### src/rtl/wb_stage_dual_if.sv
// MEM->WB bus for the dual-lane writeback stage.
// Carries both lane captures in and the register-file write ports out.
interface wb_stage_dual_if #(
    parameter int XLEN  = 32,
    parameter int CNT_W = 64
);
    logic            stall_w;
    logic            flush_w;
    logic            valid_m;
    logic            valid_m_2;
    logic            regwrite_m;
    logic            regwrite_m_2;
    logic [4:0]      rd_m;
    logic [4:0]      rd_m_2;
    logic [1:0]      result_src_m;
    logic [1:0]      result_src_m_2;
    logic [2:0]      funct3_m;
    logic [2:0]      funct3_m_2;
    logic [XLEN-1:0] alu_result_m;
    logic [XLEN-1:0] alu_result_m_2;
    logic [XLEN-1:0] read_data_m;
    logic [XLEN-1:0] read_data_m_2;
    logic [XLEN-1:0] pc_plus4_m;
    logic [XLEN-1:0] pc_plus4_m_2;
    logic [XLEN-1:0] imm_ext_m;
    logic [XLEN-1:0] imm_ext_m_2;
    logic            order_change_m;
    logic [4:0]      A3;
    logic [4:0]      A3_2;
    logic            WE3;
    logic            WE3_2;
    logic [XLEN-1:0] WD3;
    logic [XLEN-1:0] WD3_2;
    logic            order_change_w;
    logic [CNT_W-1:0] instret;

    modport slave (
        input  stall_w, flush_w,
        input  valid_m, valid_m_2,
        input  regwrite_m, regwrite_m_2,
        input  rd_m, rd_m_2,
        input  result_src_m, result_src_m_2,
        input  funct3_m, funct3_m_2,
        input  alu_result_m, alu_result_m_2,
        input  read_data_m, read_data_m_2,
        input  pc_plus4_m, pc_plus4_m_2,
        input  imm_ext_m, imm_ext_m_2,
        input  order_change_m,
        output A3, A3_2, WE3, WE3_2,
        output WD3, WD3_2,
        output order_change_w, instret
    );

    modport master (
        output stall_w, flush_w,
        output valid_m, valid_m_2,
        output regwrite_m, regwrite_m_2,
        output rd_m, rd_m_2,
        output result_src_m, result_src_m_2,
        output funct3_m, funct3_m_2,
        output alu_result_m, alu_result_m_2,
        output read_data_m, read_data_m_2,
        output pc_plus4_m, pc_plus4_m_2,
        output imm_ext_m, imm_ext_m_2,
        output order_change_m,
        input  A3, A3_2, WE3, WE3_2,
        input  WD3, WD3_2,
        input  order_change_w, instret
    );
endinterface

### src/rtl/wb_stage_dual.sv
// Dual-lane MEM->WB register with load formatting and
// in-order same-rd resolution. Optional: WB_INSTRET_EN.
module wb_stage_dual #(
    parameter int XLEN  = 32,
    parameter int CNT_W = 64
) (
    input logic           clk,
    input logic           reset,
    wb_stage_dual_if.slave bus
);

    function automatic logic [XLEN-1:0] fmt_load(
        input logic [2:0]      f3,
        input logic [1:0]      off,
        input logic [XLEN-1:0] data
    );
        logic [7:0]  b;
        logic [15:0] h;
        logic [XLEN-1:0] r;
        case (off)
            2'd0:    b = data[7:0];
            2'd1:    b = data[15:8];
            2'd2:    b = data[23:16];
            default: b = data[31:24];
        endcase
        h = off[1] ? data[31:16] : data[15:0];
        case (f3)
            3'b000:  r = {{(XLEN-8){b[7]}}, b};
            3'b001:  r = {{(XLEN-16){h[15]}}, h};
            3'b100:  r = {{(XLEN-8){1'b0}}, b};
            3'b101:  r = {{(XLEN-16){1'b0}}, h};
            default: r = data;
        endcase
        return r;
    endfunction

    function automatic logic [XLEN-1:0] sel_res(
        input logic [1:0]      src,
        input logic [2:0]      f3,
        input logic [XLEN-1:0] alu,
        input logic [XLEN-1:0] rdata,
        input logic [XLEN-1:0] pc4,
        input logic [XLEN-1:0] imm
    );
        logic [XLEN-1:0] r;
        case (src)
            2'b00:   r = alu;
            2'b01:   r = fmt_load(f3, alu[1:0], rdata);
            2'b10:   r = pc4;
            default: r = imm;
        endcase
        return r;
    endfunction

    logic [XLEN-1:0] res_1;
    logic [XLEN-1:0] res_2;

    logic            valid_q;
    logic            valid_q_2;
    logic            rw_q;
    logic            rw_q_2;
    logic [4:0]      rd_q;
    logic [4:0]      rd_q_2;
    logic [XLEN-1:0] wd_q;
    logic [XLEN-1:0] wd_q_2;
    logic            oc_q;

    logic            we_base;
    logic            we_base_2;
    logic            coll;

    // Result selection ahead of the register so WD is stable all cycle
    always_comb begin
        res_1 = sel_res(bus.result_src_m, bus.funct3_m,
                        bus.alu_result_m, bus.read_data_m,
                        bus.pc_plus4_m, bus.imm_ext_m);
        res_2 = sel_res(bus.result_src_m_2, bus.funct3_m_2,
                        bus.alu_result_m_2, bus.read_data_m_2,
                        bus.pc_plus4_m_2, bus.imm_ext_m_2);
    end

    // WB pipeline register: flush beats stall beats capture
    always_ff @(posedge clk or negedge reset) begin
        if (!reset) begin
            valid_q   <= 1'b0;
            valid_q_2 <= 1'b0;
            rw_q      <= 1'b0;
            rw_q_2    <= 1'b0;
            rd_q      <= '0;
            rd_q_2    <= '0;
            wd_q      <= '0;
            wd_q_2    <= '0;
            oc_q      <= 1'b0;
        end else if (bus.flush_w) begin
            valid_q   <= 1'b0;
            valid_q_2 <= 1'b0;
            rw_q      <= 1'b0;
            rw_q_2    <= 1'b0;
            rd_q      <= '0;
            rd_q_2    <= '0;
            wd_q      <= '0;
            wd_q_2    <= '0;
            oc_q      <= 1'b0;
        end else if (!bus.stall_w) begin
            valid_q   <= bus.valid_m;
            valid_q_2 <= bus.valid_m_2;
            rw_q      <= bus.regwrite_m;
            rw_q_2    <= bus.regwrite_m_2;
            rd_q      <= bus.rd_m;
            rd_q_2    <= bus.rd_m_2;
            wd_q      <= res_1;
            wd_q_2    <= res_2;
            oc_q      <= bus.order_change_m;
        end
    end

    // Same-rd collision: the older lane is suppressed
    always_comb begin
        we_base   = valid_q & rw_q & (|rd_q);
        we_base_2 = valid_q_2 & rw_q_2 & (|rd_q_2);
        coll      = we_base & we_base_2 & (rd_q == rd_q_2);
    end

    assign bus.WE3            = we_base & ~(coll & ~oc_q);
    assign bus.WE3_2          = we_base_2 & ~(coll & oc_q);
    assign bus.A3             = rd_q;
    assign bus.A3_2           = rd_q_2;
    assign bus.WD3            = wd_q;
    assign bus.WD3_2          = wd_q_2;
    assign bus.order_change_w = oc_q;

`ifdef WB_INSTRET_EN
    logic [CNT_W-1:0] cnt_q;

    // Retire counter: adds lanes leaving WB, held while stalled
    always_ff @(posedge clk or negedge reset) begin
        if (!reset)
            cnt_q <= '0;
        else if (!bus.stall_w)
            cnt_q <= cnt_q
                   + {{(CNT_W-1){1'b0}}, valid_q}
                   + {{(CNT_W-1){1'b0}}, valid_q_2};
    end

    assign bus.instret = cnt_q;
`else
    assign bus.instret = '0;
`endif

endmodule
### src/flat_wrapper.sv
// flat-port wrapper written by rule: the top's interface ports become plain ports
module wb_stage_dual_flat 
#(
    parameter int XLEN  = 32,
    parameter int CNT_W = 64
)
  (clk, reset, bus_stall_w, bus_flush_w, bus_valid_m, bus_valid_m_2, bus_regwrite_m, bus_regwrite_m_2, bus_rd_m, bus_rd_m_2, bus_result_src_m, bus_result_src_m_2, bus_funct3_m, bus_funct3_m_2, bus_alu_result_m, bus_alu_result_m_2, bus_read_data_m, bus_read_data_m_2, bus_pc_plus4_m, bus_pc_plus4_m_2, bus_imm_ext_m, bus_imm_ext_m_2, bus_order_change_m, bus_A3, bus_A3_2, bus_WE3, bus_WE3_2, bus_WD3, bus_WD3_2, bus_order_change_w, bus_instret);
  wb_stage_dual_if #(.XLEN(XLEN), .CNT_W(CNT_W)) bus_i ();
  input logic clk;
  input logic reset;
  input wire logic [$bits(bus_i.stall_w)-1:0] bus_stall_w;
  input wire logic [$bits(bus_i.flush_w)-1:0] bus_flush_w;
  input wire logic [$bits(bus_i.valid_m)-1:0] bus_valid_m;
  input wire logic [$bits(bus_i.valid_m_2)-1:0] bus_valid_m_2;
  input wire logic [$bits(bus_i.regwrite_m)-1:0] bus_regwrite_m;
  input wire logic [$bits(bus_i.regwrite_m_2)-1:0] bus_regwrite_m_2;
  input wire logic [$bits(bus_i.rd_m)-1:0] bus_rd_m;
  input wire logic [$bits(bus_i.rd_m_2)-1:0] bus_rd_m_2;
  input wire logic [$bits(bus_i.result_src_m)-1:0] bus_result_src_m;
  input wire logic [$bits(bus_i.result_src_m_2)-1:0] bus_result_src_m_2;
  input wire logic [$bits(bus_i.funct3_m)-1:0] bus_funct3_m;
  input wire logic [$bits(bus_i.funct3_m_2)-1:0] bus_funct3_m_2;
  input wire logic [$bits(bus_i.alu_result_m)-1:0] bus_alu_result_m;
  input wire logic [$bits(bus_i.alu_result_m_2)-1:0] bus_alu_result_m_2;
  input wire logic [$bits(bus_i.read_data_m)-1:0] bus_read_data_m;
  input wire logic [$bits(bus_i.read_data_m_2)-1:0] bus_read_data_m_2;
  input wire logic [$bits(bus_i.pc_plus4_m)-1:0] bus_pc_plus4_m;
  input wire logic [$bits(bus_i.pc_plus4_m_2)-1:0] bus_pc_plus4_m_2;
  input wire logic [$bits(bus_i.imm_ext_m)-1:0] bus_imm_ext_m;
  input wire logic [$bits(bus_i.imm_ext_m_2)-1:0] bus_imm_ext_m_2;
  input wire logic [$bits(bus_i.order_change_m)-1:0] bus_order_change_m;
  output wire logic [$bits(bus_i.A3)-1:0] bus_A3;
  output wire logic [$bits(bus_i.A3_2)-1:0] bus_A3_2;
  output wire logic [$bits(bus_i.WE3)-1:0] bus_WE3;
  output wire logic [$bits(bus_i.WE3_2)-1:0] bus_WE3_2;
  output wire logic [$bits(bus_i.WD3)-1:0] bus_WD3;
  output wire logic [$bits(bus_i.WD3_2)-1:0] bus_WD3_2;
  output wire logic [$bits(bus_i.order_change_w)-1:0] bus_order_change_w;
  output wire logic [$bits(bus_i.instret)-1:0] bus_instret;
  assign bus_i.stall_w = bus_stall_w;
  assign bus_i.flush_w = bus_flush_w;
  assign bus_i.valid_m = bus_valid_m;
  assign bus_i.valid_m_2 = bus_valid_m_2;
  assign bus_i.regwrite_m = bus_regwrite_m;
  assign bus_i.regwrite_m_2 = bus_regwrite_m_2;
  assign bus_i.rd_m = bus_rd_m;
  assign bus_i.rd_m_2 = bus_rd_m_2;
  assign bus_i.result_src_m = bus_result_src_m;
  assign bus_i.result_src_m_2 = bus_result_src_m_2;
  assign bus_i.funct3_m = bus_funct3_m;
  assign bus_i.funct3_m_2 = bus_funct3_m_2;
  assign bus_i.alu_result_m = bus_alu_result_m;
  assign bus_i.alu_result_m_2 = bus_alu_result_m_2;
  assign bus_i.read_data_m = bus_read_data_m;
  assign bus_i.read_data_m_2 = bus_read_data_m_2;
  assign bus_i.pc_plus4_m = bus_pc_plus4_m;
  assign bus_i.pc_plus4_m_2 = bus_pc_plus4_m_2;
  assign bus_i.imm_ext_m = bus_imm_ext_m;
  assign bus_i.imm_ext_m_2 = bus_imm_ext_m_2;
  assign bus_i.order_change_m = bus_order_change_m;
  assign bus_A3 = bus_i.A3;
  assign bus_A3_2 = bus_i.A3_2;
  assign bus_WE3 = bus_i.WE3;
  assign bus_WE3_2 = bus_i.WE3_2;
  assign bus_WD3 = bus_i.WD3;
  assign bus_WD3_2 = bus_i.WD3_2;
  assign bus_order_change_w = bus_i.order_change_w;
  assign bus_instret = bus_i.instret;
  wb_stage_dual #(.XLEN(XLEN), .CNT_W(CNT_W)) u_core (.clk(clk), .reset(reset), .bus(bus_i));
endmodule
### config.mk
export PLATFORM = sky130hd
export DESIGN_NAME = wb_stage_dual_flat
export DESIGN_NICKNAME = d
export VERILOG_FILES = /design/src/rtl/wb_stage_dual_if.sv /design/src/rtl/wb_stage_dual.sv /design/src/flat_wrapper.sv
export SDC_FILE = /design/constraint.sdc
export NUM_CORES = 1
export LEC_CHECK = 0
export CAP_MARGIN = 20
export CORE_AREA = 4 4 164 166
export CTS_CLUSTER_DIAMETER = 50
export CTS_CLUSTER_SIZE = 12
export DETAILED_ROUTE_END_ITERATION = 10
export DIE_AREA = 0 0 168 170
export GPL_TIMING_DRIVEN = 0
export PLACE_DENSITY = 0.61
export SLEW_MARGIN = 20
export SYNTH_ARGS = -nofsm -noshare
export SYNTH_HDL_FRONTEND = slang
export SYNTH_SLANG_ARGS = --single-unit
### constraint.sdc
create_clock -name clk -period 5 [get_ports clk]
set_input_delay 1 -clock clk [delete_from_list [all_inputs] [get_ports clk]]
set_output_delay 1 -clock clk [all_outputs]
set_load 0.05 [all_outputs]
# Word-level counts from Yosys, hierarchy flattened
# Cells that the tools add are included.
word_totals:
  input_bits: 285
  register_bits: 79
  wordCells: 72
classes:
  mux: 26
  eq_ne: 16
  n_reduce_logical: 8
  bitwise: 13
op_table:
  columns: ["cell", "count"]
  rows:
  - ["32-bit one-hot mux with 4 select lines", 2]
  - ["32-bit one-hot mux with 3 select lines", 2]
  - ["32-bit 2-to-1 mux", 4]
  - ["8-bit one-hot mux with 3 select lines", 2]
  - ["16-bit 2-to-1 mux", 2]
  - ["5-bit 2-to-1 mux", 4]
  - ["3-bit equality test (second input constant)", 4]
  - ["1-bit AND", 10]
  - ["1-bit 2-to-1 mux", 10]
  - ["5-bit OR reduction", 2]
  - ["2-bit by 1-bit equality test with 1-bit output (second input constant)", 4]
  - ["2-bit equality test (second input constant)", 4]
  - ["2-bit zero test", 4]
  - ["3-bit by 1-bit equality test with 1-bit output (second input constant)", 2]
  - ["3-bit zero test", 2]
  - ["5-bit equality test", 1]
  - ["1-bit NOT", 3]
  - ["2-bit by 1-bit != test with 1-bit output (second input constant)", 1]

# Depth between registers and ports, before layout
# Gate-level depths: netlist of the first run.
depth:
  word_depth: 7
  depth_mapped: 7
  ltp_nobuf: 4

# Least setup slack after synthesis of the first run
# No wires, ideal clock.
synth_path:
  kind: "reg-to-output"
  startpoint: "register u_core.rd_q[1] (netlist: u_core.bus.A3[1])"
  endpoint: "output bus_WE3_2"
  arrival_ps: 2219
  path_stages_with_launch: 5
  setup_slack_ps: 1781
  path_cell_list: "dfrtp_1 or3_1 o311a_1 and4_1 a21oi_1"
synth_between:
  elab_chain_len: 7
  word_cells_on_any_way: 8
synth_lines:
  columns: ["item", "line", "source"]
  rows:
  - ["start, declared", "wb_stage_dual.sv:62", "logic [4:0] rd_q;"]
  - ["start signal, assigned", "wb_stage_dual.sv:109", "rd_q <= bus.rd_m;"]
  - ["5-bit OR reduction", "wb_stage_dual.sv:119", "we_base = valid_q & rw_q & (|rd_q);"]
  - ["1-bit AND", "wb_stage_dual.sv:119", null]
  - ["1-bit AND", "wb_stage_dual.sv:121", "coll = we_base & we_base_2 & (rd_q == rd_q_2);"]
  - ["1-bit AND (*)", "wb_stage_dual.sv:121", null]
  - ["1-bit AND (*)", "wb_stage_dual.sv:125", "assign bus.WE3_2 = we_base_2 & ~(coll & oc_q);"]
  - ["1-bit NOT (*)", "wb_stage_dual.sv:125", null]
  - ["1-bit AND (*)", "wb_stage_dual.sv:125", null]
  - ["end, declared", "flat_wrapper.sv:35", "output wire logic [$bits(bus_i.WE3_2)-1:0] bus_WE3_2;"]
# Mark *: on every way between the ends. The rest lies on a longest branch, timed or not.

# Final worst setup path of the first run
# Ends and elaborated chain as after synthesis.

==> results.toml, run 1 <==
[logic_synthesis]
syn_area_um2 = 6634
synth.area.top_cells = "dfrtp_1 (30%), mux2i_1 (12%), buf_4 (7.4%)"
syn-instance-count = 750
synth.ff_latch_count = 79
yosysSeqAreaShare = 0.2980
netlist.top_cell.by_area = "dfrtp_1"
netlist-cell-type-count = 58
avgSynthCellArea_um2 = 8.845
ys.flop_type = "dfrtp_1"
yosys_warnings = 0
synth_async_sr_flop_share = 1.000
synth_edf_count = 0
yosysTopAreaCellShare = 0.2980
yosysMostFrequentCell = "dfrtp_1"
synthTopCellsByCount = "dfrtp_1 (79), mux2i_1 (78), buf_4 (65)"

[worst_setup_path]
startpoint = "u_core.bus.A3[1]"
critPathTopFamily = "buffers and inverters"
crit_cells = 5
crit_fanout = 4
critical-path-max-stage-delay_ns = 0.81
cp_cell_sequence = "or3_1, o311a_1, and4_1, a21oi_1, clkdlybuf4s50_1"
ff2ff_setup_slack_ns = 3.91
worst-setup-path-type = "flop to output port"
ff2ff_path_depth = 3
crit_path_top_delay_cell = "clkdlybuf4s50_1"
r2r_end = "u_core.bus.WD3[5]"
worst-path-buf-inv = 1
end_kind = "output port"
required_ns = 4.00
reg2reg_from = "u_core.bus.WD3[5]"
endpoint = "bus_WE3_2"
cp-start-kind = "flop"
worstPathArrival_ns = 2.60

[timing]
rsz0062_at_grt = "false"
period_minus_slack_ns = 3.598
clock.fmax_ghz = 0.2779
fin_hold_ws_ns = 0.5121
hold_viol_final = 0
drv_slew = 0
tightest_slew_ns = 0.8430
setup_viol = 0
fin_setup_tns_ns = 0
maxSlewHeadroom = 0.4380
finalCritPeriodShare = 0.7197
finClkSkew_ns = 0

[route]
vias = 7433
wl_per_cell_um = 21.61
dr.pass1.iters = 5
drtIter0Drc = 558
wirelength_um = 32960
drc = 0
routed_via_density = 4.874
antenna_left = 0

[cells_and_area]
nFillCells = 2565
nets = 1464
final_util = 0.4366
areaGrowthSynthToFinish_pct = 68.60
drive_above_1_share = 0.1149

[placement]
place_congestion = 0.9508
portBuffers = 354
dp_hpwl_um = 27350

[clock_network]
cts_buffer_depth = 2
cts_sinks = 79
ctsHoldBuffers = 0
cts_htree_levels = 3
root_buffer = "clkbuf_16"
clk_pin_slew_worst_paths_ns = 0.06
cts_resized = 0
cts_tree = "yes"
clk_latency_ns = 0.34
postCtsSetupBuffers = 0
numCtsBuffers = 9

[run]
maxCapViolations = 0

[hold_path]
hold_path.class = "flop to flop"

[power]
vdd_ir_drop_max_mv = 0.1242
leakagePower_nw = 4.657
power_density_nw_per_um2 = 218.7
finalPower_mw = 2.447

[floorplan]
die_height_um = 170
die-area_um2 = 28560
die_x_um = 168
core_um2 = 25620
io_pins = 426
start_util = 0.2590
core.rowCount = 59

[global_routing]
grt-ovfl-total = 0
grt_pass1_vias = 7486
grt_max_degree = 45
grt_pass1_wl_um = 47370
grt_usage = 0.2190
antenna_found_initial = 7

[run_status]
status = "finished clean"
## power by group
part / internal (mW) / total (mW) / switching [mW]
Combinational: 0.442 / 1.01 / 0.568
Sequential: 0.685 / 0.718 / 0.0330
Clock: 0.429 / 0.719 / 0.289
## worst min-delay path, cell delays in order (launching register included)
cell and delay (ns):
dfrtp_1 0.35, nand2_1 0.05, o211ai_1 0.08
## final cells by class
class	count	area, um2	area share
diodes	6	15.01	0.001342
multi-input cells	597	4098	0.3664
clock buffers	14	274.0	0.02450
well taps	335	419.2	0.03748
flip-flops and latches	79	1977	0.1768
clock inverters	2	37.54	0.003356
plain buffers	128	762.0	0.06813
repair buffers	355	3568	0.3191
inverters	9	33.78	0.003020
## per-layer routing
layer | share of wire | routed length [um] | global-route usage | vias up
li1 | - | - | - | 3549
met1 | 0.42 | 13930 | 0.2959 | 3524
met2 | 0.48 | 15740 | 0.3489 | 307
met3 | 0.076 | 2497 | 0.04715 | 49
met4 | 0.023 | 772 | 0.07445 | 4
met5 | 0.00073 | 24 | 0 | -
## registers in the layout, indices dropped and copies added, names as in the netlist
signal / cells
u_core.bus.A3_2: 5
u_core.rw_q: 1
u_core.valid_q: 1
u_core.bus.WD3_2: 32
u_core.bus.WD3: 32
u_core.bus.A3: 5
u_core.bus.order_change_w: 1
u_core.rw_q_2: 1
u_core.valid_q_2: 1
## how the worst min path moves through the flow
stage	depth (start not counted)	slack [ns]	endpoint	start
global placement	2	0.49	u_core.bus.WD3_2[3]	u_core.bus.WD3_2[3]
global route	2	0.56	u_core.bus.WD3_2[2]	u_core.bus.WD3_2[2]
detailed placement	2	0.50	u_core.bus.WD3_2[3]	u_core.bus.WD3_2[3]
floorplan	2	0.49	u_core.valid_q_2	u_core.valid_q_2
finish	2	0.51	u_core.bus.WD3_2[3]	u_core.bus.WD3_2[3]
CTS	2	0.52	u_core.bus.WD3_2[3]	u_core.bus.WD3_2[3]
## logic make-up (layout without fill, tap and decap cells)
group                     after synthesis  count (layout)  synth area share
DFF                                    79              79            0.2980
buffers and inverters                 137             508            0.1200
xor gates and xnor gates                5               5          0.006602
other                                   1              70         0.0005653
AOI/OAI and AO/OA                     243             243            0.2525
muxes                                 106             106            0.1822
and+or+nand+nor                       179             179            0.1401
## per-stage QoR
| stage | setup WS (ns) | std cells | area [um2] |
|---|---|---|---|
| after CTS | 1.380 | 1519 | 11170 |
| after floorplan | 1.781 | 813 | 6870 |
| after detailed placement | 1.511 | 1503 | 10860 |
| final | 1.402 | 1525 | 11180 |
| after global placement | -0.3436 | 1502 | 10830 |
| after global routing | 1.312 | 1524 | 11180 |
## cell usage in the layout, fill, tap and decap left out, types with 7 or more instances in the layout
cell and instances:
a22oi_1 44, clkbuf_16 9, mux4_2 10, and2_1 11, a211o_1 8, buf_1 7, o221ai_1 9, nand2b_1 16
clkbuf_1 38, clkdlybuf4s50_1 353, nand4_1 7, o21ai_0 33, a211oi_1 7, o2bb2ai_1 10, buf_4 66, nor3_1 11
mux2_2 18, a21oi_1 46, buf_2 17, o22ai_1 25, o211ai_1 39, nand2_1 30, mux2i_1 78, nor2b_1 22
dfrtp_1 79, nor2_1 58, conb_1 64
No activity file was read; power rests on OpenSTA's default activity.
==> inputs of run 2 (changes only) <==
--- a/config.mk
+++ b/config.mk
@@ -6,13 +6,13 @@
 export NUM_CORES = 1
 export LEC_CHECK = 0
 export CAP_MARGIN = 20
-export CORE_AREA = 4 4 164 166
+export CORE_AREA = 4 4 163 165
 export CTS_CLUSTER_DIAMETER = 50
 export CTS_CLUSTER_SIZE = 12
 export DETAILED_ROUTE_END_ITERATION = 10
-export DIE_AREA = 0 0 168 170
+export DIE_AREA = 0 0 167 169
 export GPL_TIMING_DRIVEN = 0
-export PLACE_DENSITY = 0.61
+export PLACE_DENSITY = 0.64
 export SLEW_MARGIN = 20
 export SYNTH_ARGS = -nofsm -noshare
 export SYNTH_HDL_FRONTEND = slang
==> constraint.sdc (replaced) <==
create_clock -name clk -period 2.9 [get_ports clk]
set_input_delay 0.58 -clock clk [delete_from_list [all_inputs] [get_ports clk]]
set_output_delay 0.58 -clock clk [all_outputs]
set_load 0.05 [all_outputs]
==> results.toml, run 2 (same netlist as run 1, synthesis figures left out) <==
[worst_setup_path]
crit_cells = 4
ff2ff_setup_slack_ns = 1.87
worstPathArrival_ns = 2.20
worst-setup-path-type = "flop to output port"
r2r_end = "u_core.bus.WD3[5]"
startpoint = "u_core.bus.A3_2[0]"
reg2reg_from = "u_core.bus.WD3[5]"
critPathTopFamily = "simple AND/OR/NAND/NOR gates"
end_kind = "output port"
crit_path_top_delay_cell = "or4_1"
required_ns = 2.32
endpoint = "bus_WE3"
critical-path-max-stage-delay_ns = 0.54
crit_fanout = 4
cp-start-kind = "flop"
cp_cell_sequence = "or4_1, o211ai_1, o31a_1, dlygate4sd2_1"
ff2ff_path_depth = 3
worst-path-buf-inv = 1

[power]
power_density_nw_per_um2 = 385.6
leakagePower_nw = 4.682
vdd_ir_drop_max_mv = 0.2103

[route]
antenna_left = 0
vias = 7500
routed_via_density = 4.947
drtIter0Drc = 610
wirelength_um = 32720
dr.pass1.iters = 5
wl_per_cell_um = 21.59
drc = 0

[placement]
pre_cts_ws_ns = -0.1505
place_congestion = 0.9302
dp_hpwl_um = 27380
portBuffers = 354

[clock_network]
clk_pin_slew_worst_paths_ns = 0.07
clk_latency_ns = 0.34
cts_buffer_depth = 2
cts_tree = "yes"
cts_htree_levels = 3
postCtsSetupBuffers = 0
cts_sinks = 79
numCtsBuffers = 9
root_buffer = "clkbuf_16"

[timing]
clock.fmax_ghz = 0.3596
rsz0062_at_grt = "false"
finalCritPeriodShare = 0.9589
tightest_slew_ns = 0.8802
period_minus_slack_ns = 2.781
setup_viol = 0
fin_ws_ns = 0.1191
drv_slew = 0
finClkSkew_ns = 0
hold_viol_final = 0
fin_setup_tns_ns = 0
maxSlewHeadroom = 0.4132

[cells_and_area]
areaGrowthSynthToFinish_pct = 68.84
drive_above_1_share = 0.1166
final_common_cell = "clkdlybuf4s50_1"
nFillCells = 2497
seqCellArea_um2 = 1977
multi_input_area_um2 = 4098
final_cell_mix = "clkdlybuf4s50_1 (351), dfrtp_1 (79), mux2i_1 (78)"
nets = 1464

[hold_path]
hold_path.class = "primary input to async pin"

[run_status]
status = "finished clean"

[global_routing]
grt_max_degree = 42
antenna_found_initial = 1
grt_usage = 0.2212
grt_pass1_wl_um = 47780
grt_pass1_vias = 7528
grt-ovfl-total = 0

[floorplan]
start_util = 0.2650
core.rowCount = 58
die_x_um = 167
io_pins = 426
die-area_um2 = 28220
die_height_um = 169
core_um2 = 25040

[run]
maxCapViolations = 0
## run 2: cell types whose count changed in the layout (fill, tap and decap cells not counted), sizes merged
| cell | previous run | this run |
|---|---|---|
| clkinvlp | 1 | 0 |
| dlygate4sd2 | 0 | 1 |
| clkdlybuf4s50 | 353 | 351 |
| diode | 6 | 2 |
| bufinv | 1 | 2 |
| clkdlybuf4s15 | 0 | 1 |
## run 2: how the worst min path moves through the flow
| stage | start | cells after the start | end |
|---|---|---|---|
| CTS | reset | 1 | u_core.bus.WD3[18] |
| finish | reset | 1 | u_core.bus.WD3[20] |
| global placement | u_core.bus.WD3_2[4] | 2 | u_core.bus.WD3_2[4] |
| global route | reset | 1 | u_core.bus.WD3[20] |
| floorplan | reset | 0 | u_core.bus.A3[0] |
| detailed placement | u_core.bus.WD3_2[3] | 2 | u_core.bus.WD3_2[3] |
## run 2: repair_timing
item                       in CTS  in global routing
hold buffers                    0                  0
hold endpoints to repair        0                  0
resized for setup               4                  0
setup endpoints to repair       2                  0
## run 2: area by class of cell
class,count,share of cell area
clock inverter,2,0.005362
inverter,9,0.003016
antenna,2,0.0004468
clock buffer,14,0.02536
tap,330,0.03686
sequential,79,0.1765
multi-input combinational,597,0.3658
buffer,128,0.06803
timing repair buffer,355,0.3186
## run 2: report_power, final
part	internal (mW)	switching, mW	total (mW)
Clock	0.851	0.492	1.34
Sequential	1.18	0.0571	1.24
Combinational	0.762	0.977	1.74
## run 2: worst register-to-register path, delay by kind of cell, from the launching register on
kind / cells / cell delay [ns]
flops: 1 / 0.35
compound gates: 2 / 0.59
buf+inv: 1 / 0.04
## run 2: metal layers
metal,wire length [um],part of all wire,GRT usage
met1,13860,0.42,0.2973
met2,15490,0.47,0.3552
met3,2603,0.080,0.05091
met4,771,0.024,0.06795
met5,0,0,0
## run 2: per-stage QoR
step | instance area, um2 | hold WS, ns | power, mW | util | cells
6_report | 11200 | 0.2363 | 4.319 | 0.4474 | 1516
4_1_cts | 11200 | 0.2494 | 4.344 | 0.4472 | 1514
3_5_place_dp | 10850 | 0.5027 | 2.988 | 0.4334 | 1498
2_1_floorplan | 6870 | 0.2844 | 2.213 | - | 813
5_1_grt | 11200 | 0.2691 | 4.500 | 0.4473 | 1515
3_3_place_gp | 10830 | 0.4939 | 2.977 | 0.4324 | 1497
==> inputs of run 3 (changes only) <==
--- a/config.mk
+++ b/config.mk
@@ -8,7 +8,7 @@
 export CAP_MARGIN = 20
 export CORE_AREA = 4 4 163 165
 export CTS_CLUSTER_DIAMETER = 50
-export CTS_CLUSTER_SIZE = 12
+export CTS_CLUSTER_SIZE = 8
 export DETAILED_ROUTE_END_ITERATION = 10
 export DIE_AREA = 0 0 167 169
 export GPL_TIMING_DRIVEN = 0
==> results of run 3 <==
Same layout as run 2: the final DEF is identical, and so are final timing and power.
